`src/rtl/bcp_scheduler_pkg.sv`:
```
`default_nettype none
// ============================================================================
//  Module      : bcp_scheduler_pkg
//  Description : Shared definitions for the BCP scheduler: default sizes,
//                the sweep FSM state encoding and the clause record layout.
//  Revision    : 1.0  initial release
// ============================================================================
package bcp_scheduler_pkg;

    localparam int VAR_NUM_DEF    = 8;
    localparam int CLAUSE_NUM_DEF = 8;

    typedef enum logic [2:0] {
        ST_IDLE  = 3'd0,
        ST_LOAD  = 3'd1,
        ST_EVAL  = 3'd2,
        ST_CHECK = 3'd3,
        ST_NEXT  = 3'd4,
        ST_DONE  = 3'd5
    } state_t;

    // One clause slot at the default variable count.
    typedef struct packed {
        logic [VAR_NUM_DEF-1:0] typ;
        logic [VAR_NUM_DEF-1:0] mask;
        logic [VAR_NUM_DEF-1:0] size;
    } clause_t;

endpackage
`default_nettype wire

```
`src/rtl/bcp_clause_table.sv`:
```
`default_nettype none
// ============================================================================
//  Module      : bcp_clause_table
//  Description : Local clause table. Register array with one synchronous
//                write port and one asynchronous read port.
//  Ports       : clock, reset (async, active-low)
//                we, wr_addr, wr_type, wr_mask, wr_size  -- write port
//                rd_addr -> rd_type, rd_mask, rd_size     -- read port
//  Revision    : 1.0  initial release
// ============================================================================
module bcp_clause_table
    import bcp_scheduler_pkg::*;
#(
    parameter int VAR_NUM    = VAR_NUM_DEF,
    parameter int CLAUSE_NUM = CLAUSE_NUM_DEF,
    localparam int IDX_W     = $clog2(CLAUSE_NUM)
) (
    input  logic               clock,
    input  logic               reset,
    input  logic               we,
    input  logic [IDX_W-1:0]   wr_addr,
    input  logic [VAR_NUM-1:0] wr_type,
    input  logic [VAR_NUM-1:0] wr_mask,
    input  logic [VAR_NUM-1:0] wr_size,
    input  logic [IDX_W-1:0]   rd_addr,
    output logic [VAR_NUM-1:0] rd_type,
    output logic [VAR_NUM-1:0] rd_mask,
    output logic [VAR_NUM-1:0] rd_size
);

    // Entry layout: {type, mask, size}
    logic [3*VAR_NUM-1:0] mem [CLAUSE_NUM];

    always_ff @(posedge clock or negedge reset) begin
        if (!reset) begin
            for (int i = 0; i < CLAUSE_NUM; i++) begin
                mem[i] <= '0;
            end
        end else if (we) begin
            mem[wr_addr] <= {wr_type, wr_mask, wr_size};
        end
    end

    assign rd_type = mem[rd_addr][3*VAR_NUM-1:2*VAR_NUM];
    assign rd_mask = mem[rd_addr][2*VAR_NUM-1:VAR_NUM];
    assign rd_size = mem[rd_addr][VAR_NUM-1:0];

endmodule
`default_nettype wire

```
`src/rtl/bcp_scheduler.sv`:
```
`default_nettype none
// ============================================================================
//  Module      : bcp_scheduler
//  Description : Sweeps the local clause table slot by slot, driving an
//                external unit-clause checker (load, then evaluate for
//                max(size,1) cycles, then sample its result). Stops at the
//                first slot reporting a unit clause or after the last slot.
//  Ports       : clock, reset (async, active-low)
//                cfg_we/cfg_addr/cfg_type/cfg_mask/cfg_size -- table write
//                start, abort                               -- sweep control
//                chk_init, chk_en, chk_type/mask/size       -- to checker
//                chk_unit_exist                             -- from checker
//                busy, done, unit_found, unit_idx           -- status/result
//  Options     : BCP_SKIP_EMPTY_EN -- slots with mask==0 are skipped in
//                LOAD (no chk_init, straight to NEXT).
//  Revision    : 1.0  initial release
// ============================================================================
module bcp_scheduler
    import bcp_scheduler_pkg::*;
#(
    parameter int VAR_NUM    = VAR_NUM_DEF,
    parameter int CLAUSE_NUM = CLAUSE_NUM_DEF,
    localparam int IDX_W     = $clog2(CLAUSE_NUM)
) (
    input  logic               clock,
    input  logic               reset,
    input  logic               cfg_we,
    input  logic [IDX_W-1:0]   cfg_addr,
    input  logic [VAR_NUM-1:0] cfg_type,
    input  logic [VAR_NUM-1:0] cfg_mask,
    input  logic [VAR_NUM-1:0] cfg_size,
    input  logic               start,
    input  logic               abort,
    output logic               chk_init,
    output logic               chk_en,
    output logic [VAR_NUM-1:0] chk_type,
    output logic [VAR_NUM-1:0] chk_mask,
    output logic [VAR_NUM-1:0] chk_size,
    input  logic               chk_unit_exist,
    output logic               busy,
    output logic               done,
    output logic               unit_found,
    output logic [IDX_W-1:0]   unit_idx
);

    localparam logic [IDX_W-1:0] LAST_IDX = IDX_W'(CLAUSE_NUM - 1);

    state_t             state;
    state_t             next_state;
    logic [IDX_W-1:0]   idx;
    logic [VAR_NUM-1:0] ecnt;
    logic [IDX_W-1:0]   load_addr;
    logic [VAR_NUM-1:0] rd_type;
    logic [VAR_NUM-1:0] rd_mask;
    logic [VAR_NUM-1:0] rd_size;
    logic               abort_hit;

    // The table is read at the slot about to be loaded so the checker
    // fields are already registered during the LOAD cycle itself.
    assign load_addr = (state == ST_IDLE) ? '0 : idx + 1'b1;
    assign abort_hit = abort && (state != ST_IDLE);
    assign busy      = (state != ST_IDLE);

    bcp_clause_table #(
        .VAR_NUM    (VAR_NUM),
        .CLAUSE_NUM (CLAUSE_NUM)
    ) u_table (
        .clock   (clock),
        .reset   (reset),
        .we      (cfg_we),
        .wr_addr (cfg_addr),
        .wr_type (cfg_type),
        .wr_mask (cfg_mask),
        .wr_size (cfg_size),
        .rd_addr (load_addr),
        .rd_type (rd_type),
        .rd_mask (rd_mask),
        .rd_size (rd_size)
    );

    always_ff @(posedge clock or negedge reset) begin
        if (!reset) begin
            state <= ST_IDLE;
        end else begin
            state <= next_state;
        end
    end

    always_comb begin
        next_state = state;
        chk_init   = 1'b0;
        chk_en     = 1'b0;
        done       = 1'b0;
        case (state)
            ST_IDLE: begin
                if (start) begin
                    next_state = ST_LOAD;
                end
            end
            ST_LOAD: begin
`ifdef BCP_SKIP_EMPTY_EN
                if (chk_mask == '0) begin
                    next_state = ST_NEXT;
                end else begin
                    chk_init   = 1'b1;
                    next_state = ST_EVAL;
                end
`else
                chk_init   = 1'b1;
                next_state = ST_EVAL;
`endif
            end
            ST_EVAL: begin
                chk_en = 1'b1;
                if ((ecnt == chk_size) || (chk_size == '0)) begin
                    next_state = ST_CHECK;
                end
            end
            ST_CHECK: begin
                next_state = chk_unit_exist ? ST_DONE : ST_NEXT;
            end
            ST_NEXT: begin
                next_state = (idx == LAST_IDX) ? ST_DONE : ST_LOAD;
            end
            ST_DONE: begin
                done       = 1'b1;
                next_state = ST_IDLE;
            end
            default: begin
                next_state = ST_IDLE;
            end
        endcase
        // Abort overrides every transition and suppresses the done pulse.
        if (abort_hit) begin
            next_state = ST_IDLE;
            done       = 1'b0;
        end
    end

    always_ff @(posedge clock or negedge reset) begin
        if (!reset) begin
            idx        <= '0;
            ecnt       <= '0;
            chk_type   <= '0;
            chk_mask   <= '0;
            chk_size   <= '0;
            unit_found <= 1'b0;
            unit_idx   <= '0;
        end else begin
            if ((state == ST_IDLE) && (next_state == ST_LOAD)) begin
                idx        <= '0;
                unit_found <= 1'b0;
            end
            if ((state == ST_NEXT) && (next_state == ST_LOAD)) begin
                idx <= idx + 1'b1;
            end
            if (next_state == ST_LOAD) begin
                chk_type <= rd_type;
                chk_mask <= rd_mask;
                chk_size <= rd_size;
            end
            if (state == ST_LOAD) begin
                ecnt <= {{(VAR_NUM-1){1'b0}}, 1'b1};
            end else if ((state == ST_EVAL) && (ecnt != '1)) begin
                ecnt <= ecnt + 1'b1;
            end
            if ((state == ST_CHECK) && (next_state == ST_DONE)) begin
                unit_found <= 1'b1;
                unit_idx   <= idx;
            end
            if (abort_hit) begin
                unit_found <= 1'b0;
            end
        end
    end

endmodule
`default_nettype wire

```
`config.mk`:
```
export PLATFORM = sky130hd
export DESIGN_NAME = bcp_scheduler
export DESIGN_NICKNAME = d
export VERILOG_FILES = /design/src/rtl/bcp_scheduler_pkg.sv /design/src/rtl/bcp_clause_table.sv /design/src/rtl/bcp_scheduler.sv
export SDC_FILE = /design/constraint.sdc
export NUM_CORES = 1
export LEC_CHECK = 0
export ABC_AREA = 1
export CELL_PAD_IN_SITES_DETAIL_PLACEMENT = 1
export CELL_PAD_IN_SITES_GLOBAL_PLACEMENT = 1
export CORE_MARGIN = 5
export CORE_UTILIZATION = 45
export CTS_BUF_LIST = sky130_fd_sc_hd__clkbuf_4 sky130_fd_sc_hd__clkbuf_8 sky130_fd_sc_hd__clkbuf_16
export CTS_CLUSTER_SIZE = 20
export DETAILED_ROUTE_END_ITERATION = 10
export PLACE_DENSITY = 0.91
export SLEW_MARGIN = 20
export SYNTH_ARGS = -nofsm -noshare
export SYNTH_HDL_FRONTEND = slang
export SYNTH_HIERARCHICAL = 1
export SYNTH_SLANG_ARGS = --single-unit
```
`constraint.sdc`:
```
create_clock -name clock -period 5.5 [get_ports clock]
set_input_delay 0.55 -clock clock [delete_from_list [all_inputs] [get_ports clock]]
set_output_delay 0.55 -clock clock [all_outputs]
set_load 0.01 [all_outputs]
```
==> impl_metrics.csv, run 1 <==
group,metric,value,unit
status,outcome,"finished clean",
pwr,irDropWorstVdd,0.0004546,V
cells_and_area,final_core_utilization,51.46,%
cells_and_area,antenna_cells,0,
route,drt_pass1_iterations,5,
critical_path,endpoint_kind,"flop",
floorplanning,die_w,172.1,um
clock_tree,cts_max_path_buffers,3,
clock_tree,cts_resized,0,
route,drc,0,
grt,grt_max_degree,149,
clock_tree,clock_latency,0.55,ns
cells_and_area,final_nets,1611,
clock_tree,cts_tree,"built",
route,routed_wl,34680,um
critical_path,cp.required,5.88,ns
critical_path,arrival,3.56,ns
route,vias_per_cell,5.305,
timing,fmax,0.3141,GHz
synth,avgSynthCellArea,7.629,um^2
floorplanning,core_area,25980,um^2
timing,grt_setup_unrepaired,"false",
grt,grt_pass1_wl,57300,um
timing,min_period,3.184,ns
timing,timing.setup.tns,0,ns
min_path,hp-class,"in -> async",
critical_path,critical_path.max_fanout,58,
placed_design,dp_hpwl,20360,um
timing,relSlewSlack,19.92,%
clock_tree,cts.clk_slew.worst_paths,0.06,ns
pwr,power.density,541.8,nW/um^2
grt,grt.total_usage,23.96,%
synth,ys_seq_area_share,49.55,%
pwr,leakage,7.056,nW
run,max_cap_violations,0,
critical_path,start_kind,"flop",
timing,finalSetupViolCount,0,
synth,ys_seq_elements,234,
synth,yosys_warnings,6,
floorplanning,start_util,45.48,%
floorplanning,die_area,29600,um^2
cells_and_area,drive_above_1_share,8.971,%
timing,finalCritPeriodShare,57.89,%
clock_tree,cts_root_buf,"clkbuf_16",
timing,worstMarginPinSlew,1.201,ns
clock_tree,cts-hold-fix-buffers,0,
timing,final_hold_viol_count,0,
clock_tree,clock_sinks,234,
grt,antenna_found_initial,1,
route,wl_per_cell,17.98,um
cells_and_area,areaGrowthSynthToFinish,13.16,%
synth,synth_nets,1585,
floorplanning,dieHeight,172.1,um
clock_tree,post-cts-setup-buffers,0,
critical_path,r2r_cells,13,
synth,synth_area,11820,um^2
route,drt-initial-drc-count,684,
floorplanning,rows,59,
critical_path,crit_type,"reg -> reg",
grt,grt_overflow,0,
route,ant_nets,0,
synth,syn_inst,1549,
timing,drv_slew,0,
placed_design,port-buffer-count,64,
clock_tree,htree_levels,1,
placed_design,dp_slack,2.431,ns
timing,finClkSkew,0.02562,ns
timing,whs,0.02214,ns
route,num_vias,10233,
clock_tree,numCtsBuffers,26,
timing,setup_slack,2.316,ns
synth,synth_cell_types,32,
grt,grt_pass1_vias,11224,
placed_design,place_congestion,0.7665,
floorplanning,ios,65,
==> metal layers <==
metal  wire length (um)  global-route usage [%]  vias to the layer above
met4                940                   8.373                        2
li1                   -                       -                     4748
met1              15140                   30.89                     5155
met2              17070                   41.73                      241
met5                 20                       0                        -
met3               1514                   3.064                       87
==> cells in the final DEF, fill, tap and decap left out, types with 2 or more instances in the layout <==
master / synthesis / layout
a211oi_1: 2 / 2
a21oi_1: 5 / 5
buf_4: 12 / 14
clkbuf_16: 0 / 26
clkbuf_4: 0 / 6
clkbuf_8: 0 / 7
clkdlybuf4s50_1: 0 / 63
clkinv_2: 0 / 6
dfrtp_1: 234 / 234
ha_1: 3 / 3
inv_1: 265 / 265
inv_2: 7 / 7
nand2_1: 561 / 561
nand2_2: 18 / 18
nand2_4: 14 / 14
nand3_1: 103 / 103
nor2_1: 11 / 8
nor2_2: 3 / 3
nor2_4: 2 / 5
nor3_1: 3 / 3
nor3_4: 1 / 2
o21ai_0: 180 / 180
o21ai_1: 18 / 18
o21ai_2: 28 / 28
xnor2_1: 3 / 3
==> state kept, by name, indices dropped and copies added, names as in the netlist <==
| name | count |
|---|---|
| unit_found | 1 |
| ecnt | 8 |
| idx | 3 |
| chk_size | 8 |
| chk_mask | 8 |
| u_table/mem | 192 |
| unit_idx | 3 |
| state | 3 |
| chk_type | 8 |
==> where the power goes <==
group	internal (mW)	switching [mW]
clock	1.04	0.702
sequential	2.10	0.307
combinational	1.04	2.05
total	4.18	3.06
==> cell families after synthesis <==
group,count (synthesis),share of synthesized area (%)
fa+ha+maj,3,0.3177
simple gates,721,25.86
buf+inv,354,13.19
compound gates,234,10.86
xor+xnor,3,0.2224
flops,234,49.55
==> per-stage QoR <==
stage / power (mW) / std cells / cell area (um^2)
final: 7.245 / 1929 / 13370
after CTS: 7.288 / 1929 / 13370
after global placement: 5.269 / 1882 / 12500
after global routing: 7.771 / 1929 / 13370
after detailed placement: 5.461 / 1882 / 12500
after floorplan: 4.578 / 1549 / 11820
==> worst max-delay path, stage by stage, from the launching register on <==
cell	delay, ns
dfrtp_1	0.46
nor2_2	0.23
nand2_4	0.08
inv_1	0.26
nor2_4	0.06
inv_2	0.53
buf_4	0.67
nand2_1	0.16
nand3_1	0.12
nand2_1	0.07
nand2_1	0.08
nand2_1	0.09
inv_1	0.08
o21ai_2	0.06
==> final timing paths <==
check	startpoint	end	slack (ns)
min reg2reg	u_table/mem[51]	u_table/mem[51]	0.48
min	reset	u_table/mem[101]	0.02
max reg2reg	state[1]	chk_size[2]	2.32
min in group clock	u_table/mem[51]	u_table/mem[51]	0.48
max in group asynchronous	reset	u_table/mem[72]	4.22
max	state[1]	chk_size[2]	2.32
==> cells in the mapped netlist (all sizes together) <==
library cell / instances / area, um^2
ha: 3 / 37.54
clkbuf: 26 / 97.59
nor2: 16 / 82.58
dfrtp: 234 / 5856
o21ai: 226 / 1236
inv: 273 / 1027
o31ai: 1 / 7.510
nand4: 1 / 6.260
nand2: 593 / 2376
nand3: 105 / 543.0
a211oi: 2 / 15.01
xnor2: 3 / 26.28
a21oi: 5 / 25.02
nor4: 1 / 6.260
nor3: 5 / 41.29
buf: 55 / 434.2
==> final cells by class <==
class / instances / area, um^2
clock buffers: 39 / 792.0
clock inverters: 8 / 76.32
fillers: 3206 / 12610
inverters: 273 / 1027
multi-input cells: 961 / 4432
flip-flops and latches: 234 / 5856
well taps: 335 / 419.2
repair buffers: 79 / 770.7
Note: power is estimated with default switching activity, not from simulation.
==> inputs of run 2 (changes only) <==
==> constraint.sdc (replaced) <==
create_clock -name clock -period 3 [get_ports clock]
set_input_delay 0.3 -clock clock [delete_from_list [all_inputs] [get_ports clock]]
set_output_delay 0.3 -clock clock [all_outputs]
set_load 0.01 [all_outputs]
==> run 2 against run 1 <==
Against the previous run: non-clock buffer count is 14 higher; routed wire length grew 5.2%; via count grew 1.2%; die area is the same; total power rose by 85%; clock-buffer cell count unchanged; flip-flop and latch count stayed put; clock skew decreased by 0.0022 ns; critical path depth unchanged; highest routed layer is now met4.
==> impl_metrics.csv, run 2 (same netlist as run 1, synthesis figures left out) <==
group,metric,value,unit
critical_path,r2r_start,"state[1]",
grt,antenna_found_initial,0,
route,drt_pass1_iterations,5,
cells_and_area,final_common_cell,"nand2_1",
critical_path,crit_type,"reg -> reg",
timing,drv_slew,0,
cells_and_area,final_cell_mix,"nand2_1, inv_1, dfrtp_1, o21ai_0, nand3_1",
critical_path,critical_path.max_fanout,25,
timing,final_hold_viol_count,0,
cells_and_area,final_cell_count_no_fill,1940,
route,num_vias,10351,
critical_path,startpoint,"state[1]",
clock_tree,cts_root_buf,"clkbuf_16",
critical_path,cp.required,3.40,ns
run,max_cap_violations,0,
floorplanning,core_area,25980,um^2
floorplanning,rows,59,
floorplanning,dieHeight,172.1,um
critical_path,regToRegSetupSlack,0.50,ns
critical_path,reg2reg_to,"chk_size[3]",
timing,finClkSkew,0.02337,ns
grt,grt_overflow,0,
cells_and_area,top_register,"u_table/mem",
critical_path,start_kind,"flop",
cells_and_area,areaGrowthSynthToFinish,14.01,%
clock_tree,clock_sinks,234,
critical_path,r2r_cells,13,
floorplanning,ios,65,
critical_path,arrival,2.89,ns
timing,finalCritPeriodShare,83.24,%
placed_design,place_congestion,0.7844,
grt,grt.total_usage,25.08,%
cells_and_area,final_core_utilization,51.85,%
timing,min_period,2.497,ns
critical_path,setup.worst_path.end,"chk_size[3]",
grt,grt_max_degree,101,
timing,relSlewSlack,46.54,%
placed_design,port-buffer-count,64,
pwr,irDropWorstVdd,0.0008703,V
timing,finalSetupViolCount,0,
clock_tree,cts_resized,0,
clock_tree,clock_latency,0.54,ns
pwr,power.density,996.9,nW/um^2
route,ant_nets,0,
route,drc,0,
status,outcome,"finished clean",
grt,grt_pass1_vias,11298,
floorplanning,die_area,29600,um^2
cells_and_area,drive_above_1_share,9.533,%
placed_design,dp_hpwl,21050,um
timing,timing.setup.tns,0,ns
route,wl_per_cell,18.80,um
route,drt-initial-drc-count,702,
cells_and_area,final_nets,1624,
route,routed_wl,36480,um
placed_design,dp.cells,1895,
timing,fmax,0.4005,GHz
timing,grt_setup_unrepaired,"false",
grt,grt_pass1_wl,59280,um
clock_tree,numCtsBuffers,25,
pwr,leakage,7.116,nW
min_path,hp-class,"in -> reg",
floorplanning,start_util,45.48,%
clock_tree,cts_tree,"built",
route,vias_per_cell,5.336,
cells_and_area,largest_reg_flops,192,
clock_tree,htree_levels,1,
clock_tree,cts_max_path_buffers,3,
timing,worstMarginPinSlew,0.8018,ns
clock_tree,cts.clk_slew.worst_paths,0.06,ns
timing,whs,0.3715,ns
critical_path,endpoint_kind,"flop",
cells_and_area,antenna_cells,0,
floorplanning,die_w,172.1,um
## run 2: cell types whose count changed in the layout (fill, tap and decap cells not counted), sizes merged
cell,delta
dlygate4sd3,+1
clkinv,-4
buf,+13
inv,+1
## run 2: worst min-delay path by stage
stage | to | start | slack, ns | cells after the start
6_report | u_table/mem[22] | cfg_type[6] | 0.37 | 3
2_1_floorplan | chk_mask[0] | reset | 0.004 | 0
4_1_cts | u_table/mem[22] | cfg_type[6] | 0.37 | 3
3_5_place_dp | chk_size[5] | reset | 0.41 | 1
3_3_place_gp | ecnt[5] | reset | 0.40 | 1
5_1_grt | u_table/mem[13] | cfg_mask[5] | 0.37 | 3
## run 2: critical path, cell delays in order, from the launching register on
cell and delay [ns]:
dfrtp_1 0.47, nor2_2 0.23, nand2_4 0.09, inv_1 0.22, nor2_4 0.08, inv_2 0.47
buf_12 0.26, nand2_1 0.08, nand3_1 0.10, nand2_1 0.09, nand2_1 0.07, nand2_1 0.06
inv_1 0.08, o21ai_2 0.06
## run 2: layout make-up
class,count,area (um^2)
Timing Repair Buffer,93,940.9
Fill cell,3216,12510
Clock buffer,39,749.5
Clock inverter,5,53.80
Sequential cell,234,5856
Multi-Input combinational cell,961,4427
Inverter,273,1027
Tap cell,335,419.2
## run 2: metal layers
layer / share of wire (%) / GRT usage, % / vias up / wire [um]
met3: 5.6 / 4.161 / 68 / 2048
met4: 2.0 / 5.913 / 0 / 712
met1: 43 / 32.22 / 5213 / 15560
met5: 0 / 0 / - / 0
li1: - / - / 4780 / -
met2: 50 / 44.50 / 290 / 18150
## run 2: repair_timing
item	4_1_cts	5_1_grt
endpoints found under the hold margin	93	0
setup buffers	0	0
hold buffers	1	0
## run 2: where the power goes
| part | internal [mW] | switching [mW] | total [mW] | leakage [nW] |
|---|---|---|---|---|
| Combinational | 2.07 | 3.87 | 5.94 | 3.75 |
| Clock | 1.80 | 1.29 | 3.09 | 0.411 |
| Sequential | 3.85 | 0.551 | 4.41 | 2.95 |
## run 2: through the flow
stage | power, mW | setup WS [ns] | area [um^2]
2_1_floorplan | 8.392 | 1.097 | 11820
3_3_place_gp | 9.804 | 0.7616 | 12660
3_5_place_dp | 10.17 | 0.5977 | 12660
4_1_cts | 13.50 | 0.5253 | 13470
5_1_grt | 14.40 | 0.3659 | 13470
6_report | 13.43 | 0.5029 | 13470
